File: src/rtl/chipper_pkg.sv
// Shared CHIPPER router types: flit layout, field ranges and flit helpers.
package chipper_pkg;

   localparam int FLIT_W  = 10;
   localparam int VLD_BIT = 9;
   localparam int BODY_W  = FLIT_W - 1;

   // Body field ranges (valid bit sits above the body)
   localparam int DX_HI  = 8;
   localparam int DX_LO  = 7;
   localparam int DY_HI  = 6;
   localparam int DY_LO  = 5;
   localparam int PAY_HI = 4;
   localparam int PAY_LO = 0;

   typedef logic [FLIT_W-1:0] flit_t;
   typedef logic [BODY_W-1:0] body_t;

   function automatic flit_t mk_flit(input body_t b);
      return {1'b1, b};
   endfunction

endpackage

File: src/rtl/inject_queue_if.sv
// Node-side request handshake into the injection queue.
interface inject_queue_if;
   import chipper_pkg::*;

   logic  miss_valid;
   body_t miss_flit;
   logic  miss_ready;

   modport master (output miss_valid, output miss_flit, input miss_ready);
   modport slave  (input miss_valid, input miss_flit, output miss_ready);
endinterface

File: src/rtl/inject_queue_fifo.sv
// Registered-head FIFO: writes land at the tail, no fall-through to head.
module flit_fifo #(
   parameter int DEPTH = 4,
   parameter int W     = 9,
   localparam int PTR_W = $clog2(DEPTH),
   localparam int OCC_W = $clog2(DEPTH) + 1
) (
   input  logic             clk,
   input  logic             rst,
   input  logic             push,
   input  logic             pop,
   input  logic [W-1:0]     din,
   output logic [W-1:0]     head,
   output logic [OCC_W-1:0] occupancy,
   output logic             full,
   output logic             empty
);

   logic [W-1:0]     mem [DEPTH];
   logic [PTR_W-1:0] wptr, rptr;

   assign full  = (occupancy == OCC_W'(DEPTH));
   assign empty = (occupancy == '0);
   assign head  = mem[rptr];

   always_ff @(posedge clk) begin
      if (push) mem[wptr] <= din;
   end

   // Pointers wrap naturally since DEPTH is a power of two
   always_ff @(posedge clk) begin
      if (rst) begin
         wptr      <= '0;
         rptr      <= '0;
         occupancy <= '0;
      end else begin
         if (push) wptr <= wptr + 1'b1;
         if (pop)  rptr <= rptr + 1'b1;
         if (push && !pop)      occupancy <= occupancy + 1'b1;
         else if (pop && !push) occupancy <= occupancy - 1'b1;
      end
   end

endmodule

File: src/rtl/inject_queue.sv
// Local injection buffer: queues node flits and injects one onto the local
// lane whenever any of the four link lanes is empty; flags long starvation.
module inject_queue
   import chipper_pkg::*;
#(
   parameter int DEPTH        = 4,
   parameter int STARVE_LIMIT = 15,
   localparam int OCC_W = $clog2(DEPTH) + 1,
   localparam int CNT_W = $clog2(STARVE_LIMIT + 1)
) (
   input  logic                 clk,
   input  logic                 rst,
   inject_queue_if.slave        miss,
   input  logic                 nvld,
   input  logic                 ssig_vld,
   input  logic                 evld,
   input  logic                 wvld,
   output flit_t                lin,
   output logic [OCC_W-1:0]     occupancy,
   output logic                 starve
);

   logic             full, empty, push, free, inject;
   body_t            head;
   logic [CNT_W-1:0] starve_cnt;

   // Full blocks acceptance even when a pop happens this cycle
   assign miss.miss_ready = !full && !rst;
   assign push            = miss.miss_valid && miss.miss_ready;
   assign free            = !(nvld && ssig_vld && evld && wvld);
   assign inject          = free && !empty;
   assign lin             = inject ? mk_flit(head) : '0;

   flit_fifo #(.DEPTH(DEPTH), .W(BODY_W)) u_fifo (
      .clk       (clk),
      .rst       (rst),
      .push      (push),
      .pop       (inject),
      .din       (miss.miss_flit),
      .head      (head),
      .occupancy (occupancy),
      .full      (full),
      .empty     (empty)
   );

   always_ff @(posedge clk) begin
      if (rst || inject || empty)
         starve_cnt <= '0;
      else if (starve_cnt != CNT_W'(STARVE_LIMIT))
         starve_cnt <= starve_cnt + 1'b1;
   end

   assign starve = (starve_cnt == CNT_W'(STARVE_LIMIT));

endmodule
File: src/flat_wrapper.sv
// flat-port wrapper written by rule: the top's interface ports become plain ports
module inject_queue_flat import chipper_pkg::*;
#(
   parameter int DEPTH        = 4,
   parameter int STARVE_LIMIT = 15,
   localparam int OCC_W = $clog2(DEPTH) + 1,
   localparam int CNT_W = $clog2(STARVE_LIMIT + 1)
)
  (clk, rst, nvld, ssig_vld, evld, wvld, lin, occupancy, starve, miss_miss_valid, miss_miss_flit, miss_miss_ready);
  inject_queue_if miss_i ();
  input  logic clk;
  input  logic rst;
  input  logic nvld;
  input  logic ssig_vld;
  input  logic evld;
  input  logic wvld;
  output flit_t lin;
  output logic [OCC_W-1:0] occupancy;
  output logic starve;
  input wire logic [$bits(miss_i.miss_valid)-1:0] miss_miss_valid;
  input wire logic [$bits(miss_i.miss_flit)-1:0] miss_miss_flit;
  output wire logic [$bits(miss_i.miss_ready)-1:0] miss_miss_ready;
  assign miss_i.miss_valid = miss_miss_valid;
  assign miss_i.miss_flit = miss_miss_flit;
  assign miss_miss_ready = miss_i.miss_ready;
  inject_queue #(.DEPTH(DEPTH), .STARVE_LIMIT(STARVE_LIMIT)) u_core (.clk(clk), .rst(rst), .miss(miss_i), .nvld(nvld), .ssig_vld(ssig_vld), .evld(evld), .wvld(wvld), .lin(lin), .occupancy(occupancy), .starve(starve));
endmodule
File: config.mk
export PLATFORM = sky130hd
export DESIGN_NAME = inject_queue_flat
export DESIGN_NICKNAME = d
export VERILOG_FILES = /design/src/rtl/chipper_pkg.sv /design/src/rtl/inject_queue_if.sv /design/src/rtl/inject_queue_fifo.sv /design/src/rtl/inject_queue.sv /design/src/flat_wrapper.sv
export SDC_FILE = /design/constraint.sdc
export NUM_CORES = 1
export LEC_CHECK = 0
export CAP_MARGIN = 10
export CELL_PAD_IN_SITES_DETAIL_PLACEMENT = 1
export CELL_PAD_IN_SITES_GLOBAL_PLACEMENT = 1
export CORE_MARGIN = 3
export CORE_UTILIZATION = 47
export DETAILED_ROUTE_END_ITERATION = 6
export PLACE_DENSITY_LB_ADDON = 0.1
export SLEW_MARGIN = 20
export SYNTH_ARGS = -nofsm -noshare
export SYNTH_HDL_FRONTEND = slang
export SYNTH_SLANG_ARGS = --single-unit
File: constraint.sdc
create_clock -name clk -period 6.6 [get_ports clk]
set_clock_uncertainty 0.05 [all_clocks]
set_input_delay 1.98 -clock clk [delete_from_list [all_inputs] [get_ports clk]]
set_output_delay 1.98 -clock clk [all_outputs]
set_load 0.005 [all_outputs]
==> After elaboration in Yosys (flattened, before gate mapping) <==
Memory sizes are Yosys's and may differ from the RTL's. A register that Yosys moved wholly into a read port is not among the register bits.
Cells that the tools add are included.
{ "word_totals": {"memories": 1, "out_inout_bits": 15, "reg_bits": 11, "word_cells": 38, "in_bits": 16, "mem_bits_rw": 36} }
{ "classes": {"n_mux": 7, "reduce_logical": 18, "eq_ne": 3, "n_addsub": 5} }
{ "mem_list": {"columns": ["name", "depth", "width", "read_ports", "rd_clocked_by_memory_dff", "write_ports", "line_no", "text"], "rows": [
  ["u_core.u_fifo.mem", 4, 9, 1, 1, 1, "inject_queue_fifo.sv:19", "logic [W-1:0] mem [DEPTH];"]
]} }
{ "op_table": {"columns": ["op", "n"], "rows": [
  ["10-bit 2-to-1 mux", 1],
  ["1-bit logical AND", 8],
  ["1-bit zero test", 6],
  ["3-bit 2-to-1 mux", 2],
  ["2-bit by 1-bit adder with 2-bit output, second input constant", 2],
  ["4-bit by 1-bit adder with 4-bit output, second input constant", 1],
  ["4-bit equality test, second input constant", 1],
  ["2-bit 2-to-1 mux", 2],
  ["4-bit inequality test, second input constant", 1],
  ["3-bit by 1-bit adder with 3-bit output, second input constant", 1],
  ["3-bit equality test, second input constant", 1],
  ["3-bit zero test", 1],
  ["3-bit by 1-bit subtractor with 3-bit output, second input constant", 1],
  ["1-bit logical OR", 2],
  ["1-bit 2-to-1 mux", 2],
  ["2-bit nonzero test", 1]
]} }

==> Longest topological paths before layout <==
Gate-level depths: netlist of run 1.
{ "depth": {"ltp_word": 8, "depth_mapped": 9} }

==> Hierarchy <==
A second synthesis of run 1 with hierarchy kept.
{ "hier_totals": {"cells_unflattened": 126, "area_unflattened_um2": 2010.7} }
{ "by_module_without_submodules": {"columns": ["module", "area_per_inst_um2", "instances", "seq_area_each_um2", "cells_each"], "rows": [
  ["flit_fifo", 1729.2, 1, 1261.2, 91],
  ["inject_queue", 281.5, 1, 80.1, 35]
]} }

==> Worst setup path before layout of run 1 <==
No wires, ideal clock.
{ "synth_path": {"path_type": "in2out", "from": "input port nvld", "to": "output port lin[9]", "t_arrival_ns": 2.678, "slack_ns": 1.892, "n_path_buf": 2, "cell_stages": 5, "path_cell_list": "and4_4 > or2_1 > buf_2 > inv_1 > buf_4"} }
{ "synth_via": {"elab_chain_cells": 6} }
{ "synth_lines": {"columns": ["element", "line_no", "text"], "rows": [
  ["from (decl)", "flat_wrapper.sv:13", "input logic nvld;"],
  ["1-bit logical AND (3 in series)", "inject_queue.sv:30", "assign free = !(nvld && ssig_vld && evld && wvld);"],
  ["1-bit zero test", "inject_queue.sv:30", null],
  ["1-bit logical AND", "inject_queue.sv:31", "assign inject = free && !empty;"],
  ["net u_core.inject", "inject_queue.sv:23", "logic full, empty, push, free, inject;"],
  ["10-bit 2-to-1 mux", "inject_queue.sv:32", "assign lin = inject ? mk_flit(head) : '0;"],
  ["to (decl)", "flat_wrapper.sv:17", "output flit_t lin;"]
]} }
The timed path passes the listed nets, and every way through them passes these cells.

==> Final worst setup path of run 1 <==
{ "layout_path": {"from": "input port nvld", "to": "output port lin[2]"} }
{ "layout_via": {"elab_chain_cells": 6} }
{ "layout_lines": {"columns": ["element", "line_no"], "rows": [
  ["1-bit logical AND (3 in series)", "inject_queue.sv:30"],
  ["1-bit zero test", "inject_queue.sv:30"],
  ["1-bit logical AND", "inject_queue.sv:31"],
  ["10-bit 2-to-1 mux", "inject_queue.sv:32"]
]} }
No other way between the ends.

==> results_dict.tcl, run 1 <==
set metrics [dict create \
    slowest_delay_ns 0.54 \
    cap_viol_max_count 0 \
    grt_start_max_net_pins 16 \
    ctsHoldBuffers 0 \
    cp_top_family "buffers and inverters" \
    dieArea_sq_um 5190 \
    grt_overflow_total 0 \
    cpMostUsedCell "clkdlybuf4s50_1" \
    p_leak_nw 0.846 \
    rr_endpoint "u_core.u_fifo.occupancy[2]$_SDFFE_PP0P_" \
    synthTopCellsByArea "edfxtp_1, dfxtp_1, mux4_2" \
    max_freq_mhz 174 \
    area_delta_synth_final_pct 20.3 \
    synth_cells 128 \
    die_x_um 72.1 \
    peakVddDrop_mv 0.190 \
    cts_buffers 5 \
    worst_pin_slew_ns 0.628 \
    dr_total_vias 1107 \
    hold_path_class "flip-flop to flip-flop" \
    ys_seq_area_share_pct 65.4 \
    worstPathArrival_ns 3.71 \
    drtIter0Drc 55 \
    cts_tree "built" \
    rrSetupSlack_ns 3.98 \
    cpMaxStageDelayCell "clkdlybuf4s50_1" \
    grt_use_met3_pct 4.57 \
    synth_enable_flop_cells 36 \
    cts_setup_buffers 0 \
    ios 31 \
    initial_utilization_pct 49.8 \
    numPortBuffers 30 \
    hold_viol 0 \
    cellPowerDensity_nw_per_um2 355 \
    r2r_start "u_core.u_fifo.occupancy[0]$_SDFFE_PP0P_" \
    worstRegToRegCells 8 \
    mappedNetlistArea_sq_um 2050 \
    wl_mm 3.67 \
    ctsResizeCount 0 \
    synthFlopType "edfxtp_1" \
    hold_start "u_core.u_fifo.rptr[1]$_SDFFE_PP0P_" \
    firstDrtPassIters 4 \
    end_kind "output port" \
    final_max_slew_viol_count 0 \
    holdPathEnd "u_core.u_fifo.rptr[1]$_SDFFE_PP0P_" \
    maxSlewHeadroom_pct 58.1 \
    startpoint_type "input port" \
    ys_types 32 \
    outcome "finished clean" \
    synth_top_area_share_pct 52.7 \
    rsz0062_at_grt "no" \
    grt_pass1_wl_mm 5.97 \
    synth.ff_latch_count 49 \
    antenna_found_initial 0 \
    setup_violations 0 \
    die-height_um 72.1 \
    crit_required_ns 4.57 \
    timing.critical_path.buf_inv 2 \
    vias_per_cell 5.27 \
    drive_gt1_share_pct 14.4 \
    cts_buffer_depth 2 \
    postLayoutCoreUtil_pct 60.0 \
    num-fill-cells 398 \
    route.detailed.drc 0 \
    hpwl_mm 2.67 \
    fin_tns_setup_ns 0 \
    busiest_layer "met2" \
    critical_path_class "input port to output port" \
    detail-route-antenna-nets 0 \
    hold_path_depth 2 \
    cp_max_fo 11 \
    insertion_delay_ns 0.29 \
    grt.total_usage_pct 15.8 \
    cts_max_level 2 \
    yosys.cell_count.top_type "edfxtp_1" \
    path_clk_slew_ns 0.08 \
    synth_common_cells "edfxtp_1, dfxtp_1, mux4_2, nor2_1, nor2b_1" \
    syn_avg_cell_area_sq_um 16.0 \
    use_met2_pct 25.7 \
    crit_path_cell_trace "clkdlybuf4s50_1, and4_4, or2_1, nor2b_1, clkdlybuf4s50_1" \
    grt_pass1_vias 1187 \
    wire_per_inst_um 17.5 \
    rows 23 \
    clock-sinks 49 \
    synth_fp_nets 151 \
    period_minus_slack_ns 5.74 \
    root_buffer "clkbuf_8" \
    fin_crit_sh_pct 87.0 \
    diodes 0 \
    synthArstFlopShare_pct 0 \
    yosysTopAreaCell "edfxtp_1" \
    ys_warn_count 0 \
    gp_congestion 0.659 \
    layout.nets 182 \
    use_met1_pct 20.5 \
    core_sq_um 4120 \
]
## metal layers
layer / up-vias / routed length [um]
li1: 532 / -
met1: 550 / 1610
met2: 21 / 1880
met3: 4 / 138
met4: 0 / 45
met5: - / 0
## stage by stage
step	instances	hold WS [ns]	instance area (sq um)	power, mW	setup slack (ns)
after floorplan	128	0.403	2050	0.589	1.89
after global placement	202	0.427	2380	0.708	0.887
after detailed placement	202	0.452	2380	0.727	0.838
after CTS	210	0.466	2470	0.893	0.811
after global routing	210	0.493	2470	0.935	0.760
final	210	0.457	2470	0.876	0.858
## final cells by class
cell class	instances	area (sq um)	area share, %
Sequential cell	49	1340	54.4
Multi-Input combinational cell	68	658	26.7
Timing Repair Buffer	30	300	12.2
Clock buffer	5	68.8	2.79
Tap cell	50	62.6	2.54
Inverter	5	18.8	0.761
Clock inverter	3	17.5	0.710
## cell families after synthesis
logic type	after synthesis	share of synthesized area, %
simple gates	36	11.5
buf+inv	11	2.50
compound gates	9	2.75
xor+xnor	3	1.28
flops	49	65.4
fa+ha+maj	7	4.64
mux	13	11.9
## registers in the layout, indices dropped and copies added, names as in the netlist, named ones only
| signal | count |
|---|---|
| u_core.u_fifo.wptr | 2 |
| u_core.u_fifo.occupancy | 3 |
| u_core.starve_cnt | 4 |
| u_core.u_fifo.mem | 36 |
| u_core.u_fifo.rptr | 2 |
## worst max-delay path by stage
stage / cells past startpoint / from / slack (ns) / endpoint
floorplan: 5 / nvld / 1.89 / lin[9]
global placement: 5 / nvld / 0.89 / lin[4]
detailed placement: 5 / nvld / 0.84 / lin[5]
CTS: 5 / nvld / 0.81 / lin[2]
global route: 5 / nvld / 0.76 / lin[2]
finish: 5 / nvld / 0.86 / lin[2]
## power breakdown
part           switching, mW  internal [mW]  total (mW)
sequential            0.0458          0.367       0.413
clock                 0.0921         0.0733       0.165
combinational          0.116          0.182       0.298
total                  0.254          0.622       0.876
## placed cells by master, fill, tap and decap left out
master and count:
nor3b_2 1, mux4_2 9, mux2i_1 3, nand2_1 1
clkdlybuf4s50_1 30, and4_4 1, fa_1 1, o21ai_0 2
a31oi_1 1, xor2_1 3, clkinv_1 1, or2_1 1
or3_1 2, clkinv_2 1, a21oi_1 4, mux2_1 1
a211oi_2 1, inv_1 5, o31ai_1 1, and2_1 4
nor3_2 2, dfxtp_1 13, and3_1 1, nand2b_1 1
nor2_1 9, or4_1 1, or3b_4 1, clkinv_4 1
clkbuf_8 5, nor2b_1 9, edfxtp_1 36, nand3_1 1
ha_1 6, nor3b_4 1
## worst register-to-register path, cell delays in order, from the launching register on
cell and delay (ns):
dfxtp_1 0.39, nor3_2 0.33, or2_1 0.46, ha_1 0.27
inv_1 0.06, fa_1 0.37, xor2_1 0.17, or3_1 0.32
a21oi_1 0.15
Power figures use the tool's default switching activity.
==> run 2, diff against run 1 <==
--- a/config.mk
+++ b/config.mk
@@ -12,7 +12,7 @@
 export CORE_UTILIZATION = 47
 export DETAILED_ROUTE_END_ITERATION = 6
 export PLACE_DENSITY_LB_ADDON = 0.1
-export SLEW_MARGIN = 20
+export SLEW_MARGIN = 10
 export SYNTH_ARGS = -nofsm -noshare
 export SYNTH_HDL_FRONTEND = slang
 export SYNTH_SLANG_ARGS = --single-unit
==> results of run 2 <==
No change in the layout: final DEF, timing and power equal those of run 1.
==> run 3, diff against run 2 <==
--- a/config.mk
+++ b/config.mk
@@ -11,6 +11,7 @@
 export CORE_MARGIN = 3
 export CORE_UTILIZATION = 47
 export DETAILED_ROUTE_END_ITERATION = 6
+export DONT_BUFFER_PORTS = 1
 export PLACE_DENSITY_LB_ADDON = 0.1
 export SLEW_MARGIN = 10
 export SYNTH_ARGS = -nofsm -noshare
==> run 3 against run 2 <==
  * Flip-flop and latch count stayed put
  * Register-to-register slack worse by 0.03 ns
  * Setup slack better by 0.90 ns
  * Die area stayed put
  * Non-clock buffer count is 30 lower
  * First-iteration DRC count is 1.8% lower
  * Maximum frequency is 19% higher
  * Critical path depth is 2 lower
  * Critical endpoint is now lin[4]
  * Highest routed layer unchanged
==> results_dict.tcl, run 3 (synthesis gave the netlist of run 1 again) <==
set metrics [dict create \
    outcome "finished clean" \
    cellPowerDensity_nw_per_um2 361 \
    detail-route-antenna-nets 0 \
    reg_top3 "u_core.u_fifo.mem x36, u_core.starve_cnt x4, u_core.u_fifo.occupancy x3" \
    drive_gt1_share_pct 17.1 \
    dieArea_sq_um 5190 \
    cts_buffers 5 \
    layout.nets 152 \
    final_max_slew_viol_count 0 \
    startpoint_type "input port" \
    die-height_um 72.1 \
    diodes 0 \
    wire_per_inst_um 19.7 \
    hold_viol 0 \
    grt.total_usage_pct 15.2 \
    route.detailed.drc 0 \
    numPortBuffers 0 \
    peakVddDrop_mv 0.159 \
    instances_no_fill 179 \
    end_kind "output port" \
    hold_path_class "flip-flop to flip-flop" \
    critical_path_class "input port to output port" \
    antenna_found_initial 0 \
    rows 23 \
    dp_cells 172 \
    core_sq_um 4120 \
    wl_mm 3.53 \
    rsz0062_at_grt "no" \
    maxSlewHeadroom_pct 56.7 \
    max_freq_mhz 207 \
    design_area_sq_um 2160 \
    period_minus_slack_ns 4.84 \
    fin_crit_sh_pct 73.3 \
    hpwl_mm 2.52 \
    finalPower_uw 780 \
    worst_pin_slew_ns 0.648 \
    die_x_um 72.1 \
    largest_reg_flops 36 \
    grt_pass1_wl_mm 5.74 \
    setup_violations 0 \
    vias_per_cell 5.78 \
    worstRegToRegCells 8 \
    rr_endpoint "u_core.u_fifo.occupancy[2]$_SDFFE_PP0P_" \
    slowest_delay_ns 0.39 \
    crit_path_cell_trace "and4_4, or2_1, nor2b_1" \
    path_clk_slew_ns 0.08 \
    p_leak_nw 0.725 \
    fin_tns_setup_ns 0 \
    worstPathArrival_ns 2.81 \
    cts_setup_buffers 0 \
    timing.critical_path.buf_inv 0 \
    ctsHoldBuffers 0 \
    clock-sinks 49 \
    cpMaxStageDelayCell "or2_1" \
    root_buffer "clkbuf_8" \
    grt_pass1_vias 1085 \
    cap_viol_max_count 0 \
    ios 31 \
    largest-register "u_core.u_fifo.mem" \
    grt_overflow_total 0 \
    initial_utilization_pct 49.8 \
    dr_total_vias 1034 \
    firstDrtPassIters 3 \
    r2r_start "u_core.u_fifo.occupancy[0]$_SDFFE_PP0P_" \
    area_delta_synth_final_pct 5.37 \
    ctsResizeCount 0 \
    insertion_delay_ns 0.30 \
    hold_start "u_core.starve_cnt[3]$_SDFFE_PP0N_" \
    cp_max_fo 11 \
    gp_congestion 0.606 \
    hold_path_depth 1 \
    cts_tree "built" \
    cts_max_level 2 \
    rrSetupSlack_ns 3.95 \
    place_area_sq_um 2080 \
    holdPathEnd "u_core.starve_cnt[3]$_SDFFE_PP0N_" \
    cp_top_family "simple AND/OR/NAND/NOR gates" \
    postLayoutCoreUtil_pct 52.5 \
    cts_buffer_depth 2 \
    final_common_cell "edfxtp_1" \
    grt_start_max_net_pins 15 \
    drtIter0Drc 54 \
    layout_common_cells "edfxtp_1, dfxtp_1, mux4_2, nor2b_1, nor2_1" \
    crit_required_ns 4.57 \
]
[run 3: cell types whose count changed in the layout (fill, tap and decap cells not counted)]
cell | before | now
clkdlybuf4s50_1 | 30 | 0
clkinv_2 | 1 | 0
clkinv_4 | 1 | 0
clkinvlp_4 | 0 | 1
[run 3: worst max path at each step]
stage / slack, ns / from / endpoint / cells after the start
floorplan: 1.89 / nvld / lin[9] / 5
global placement: 1.76 / nvld / lin[4] / 3
detailed placement: 1.74 / nvld / lin[4] / 3
CTS: 1.74 / nvld / lin[4] / 3
global route: 1.69 / nvld / lin[4] / 3
finish: 1.76 / nvld / lin[4] / 3
[run 3: cell type report]
| type | count | area, sq um |
|---|---|---|
| multi-input combinational | 68 | 658 |
| fill | 392 | 1950 |
| tap | 50 | 62.6 |
| clock buffer | 5 | 68.8 |
| sequential | 49 | 1340 |
| clock inverter | 2 | 11.3 |
| inverter | 5 | 18.8 |
[run 3: metrics by stage]
step                      hold WS (ns)  worst slack [ns]
after global placement           0.421              1.76
after floorplan                  0.403              1.89
final                            0.450              1.76
after detailed placement         0.442              1.74
after CTS                        0.456              1.74
after global routing             0.483              1.69
[run 3: metal layers]
layer,vias up,GRT usage [%],wire length (um)
met2,26,24.7,1820
met5,-,0,0
li1,470,-,-
met3,6,5.40,205
met4,0,6.89,60
met1,532,18.3,1440
[run 3: power by group]
part | internal, mW | switching [mW]
registers | 0.367 | 0.0472
clock network | 0.0713 | 0.0942
logic | 0.101 | 0.0992
total | 0.539 | 0.241
[run 3: worst reg2reg max path: stages, from the launching register on]
cell and delay, ns:
dfxtp_1 0.39, nor3_2 0.35, or2_1 0.47, ha_1 0.28, inv_1 0.06, fa_1 0.37
xor2_1 0.16, or3_1 0.30, a21oi_1 0.15
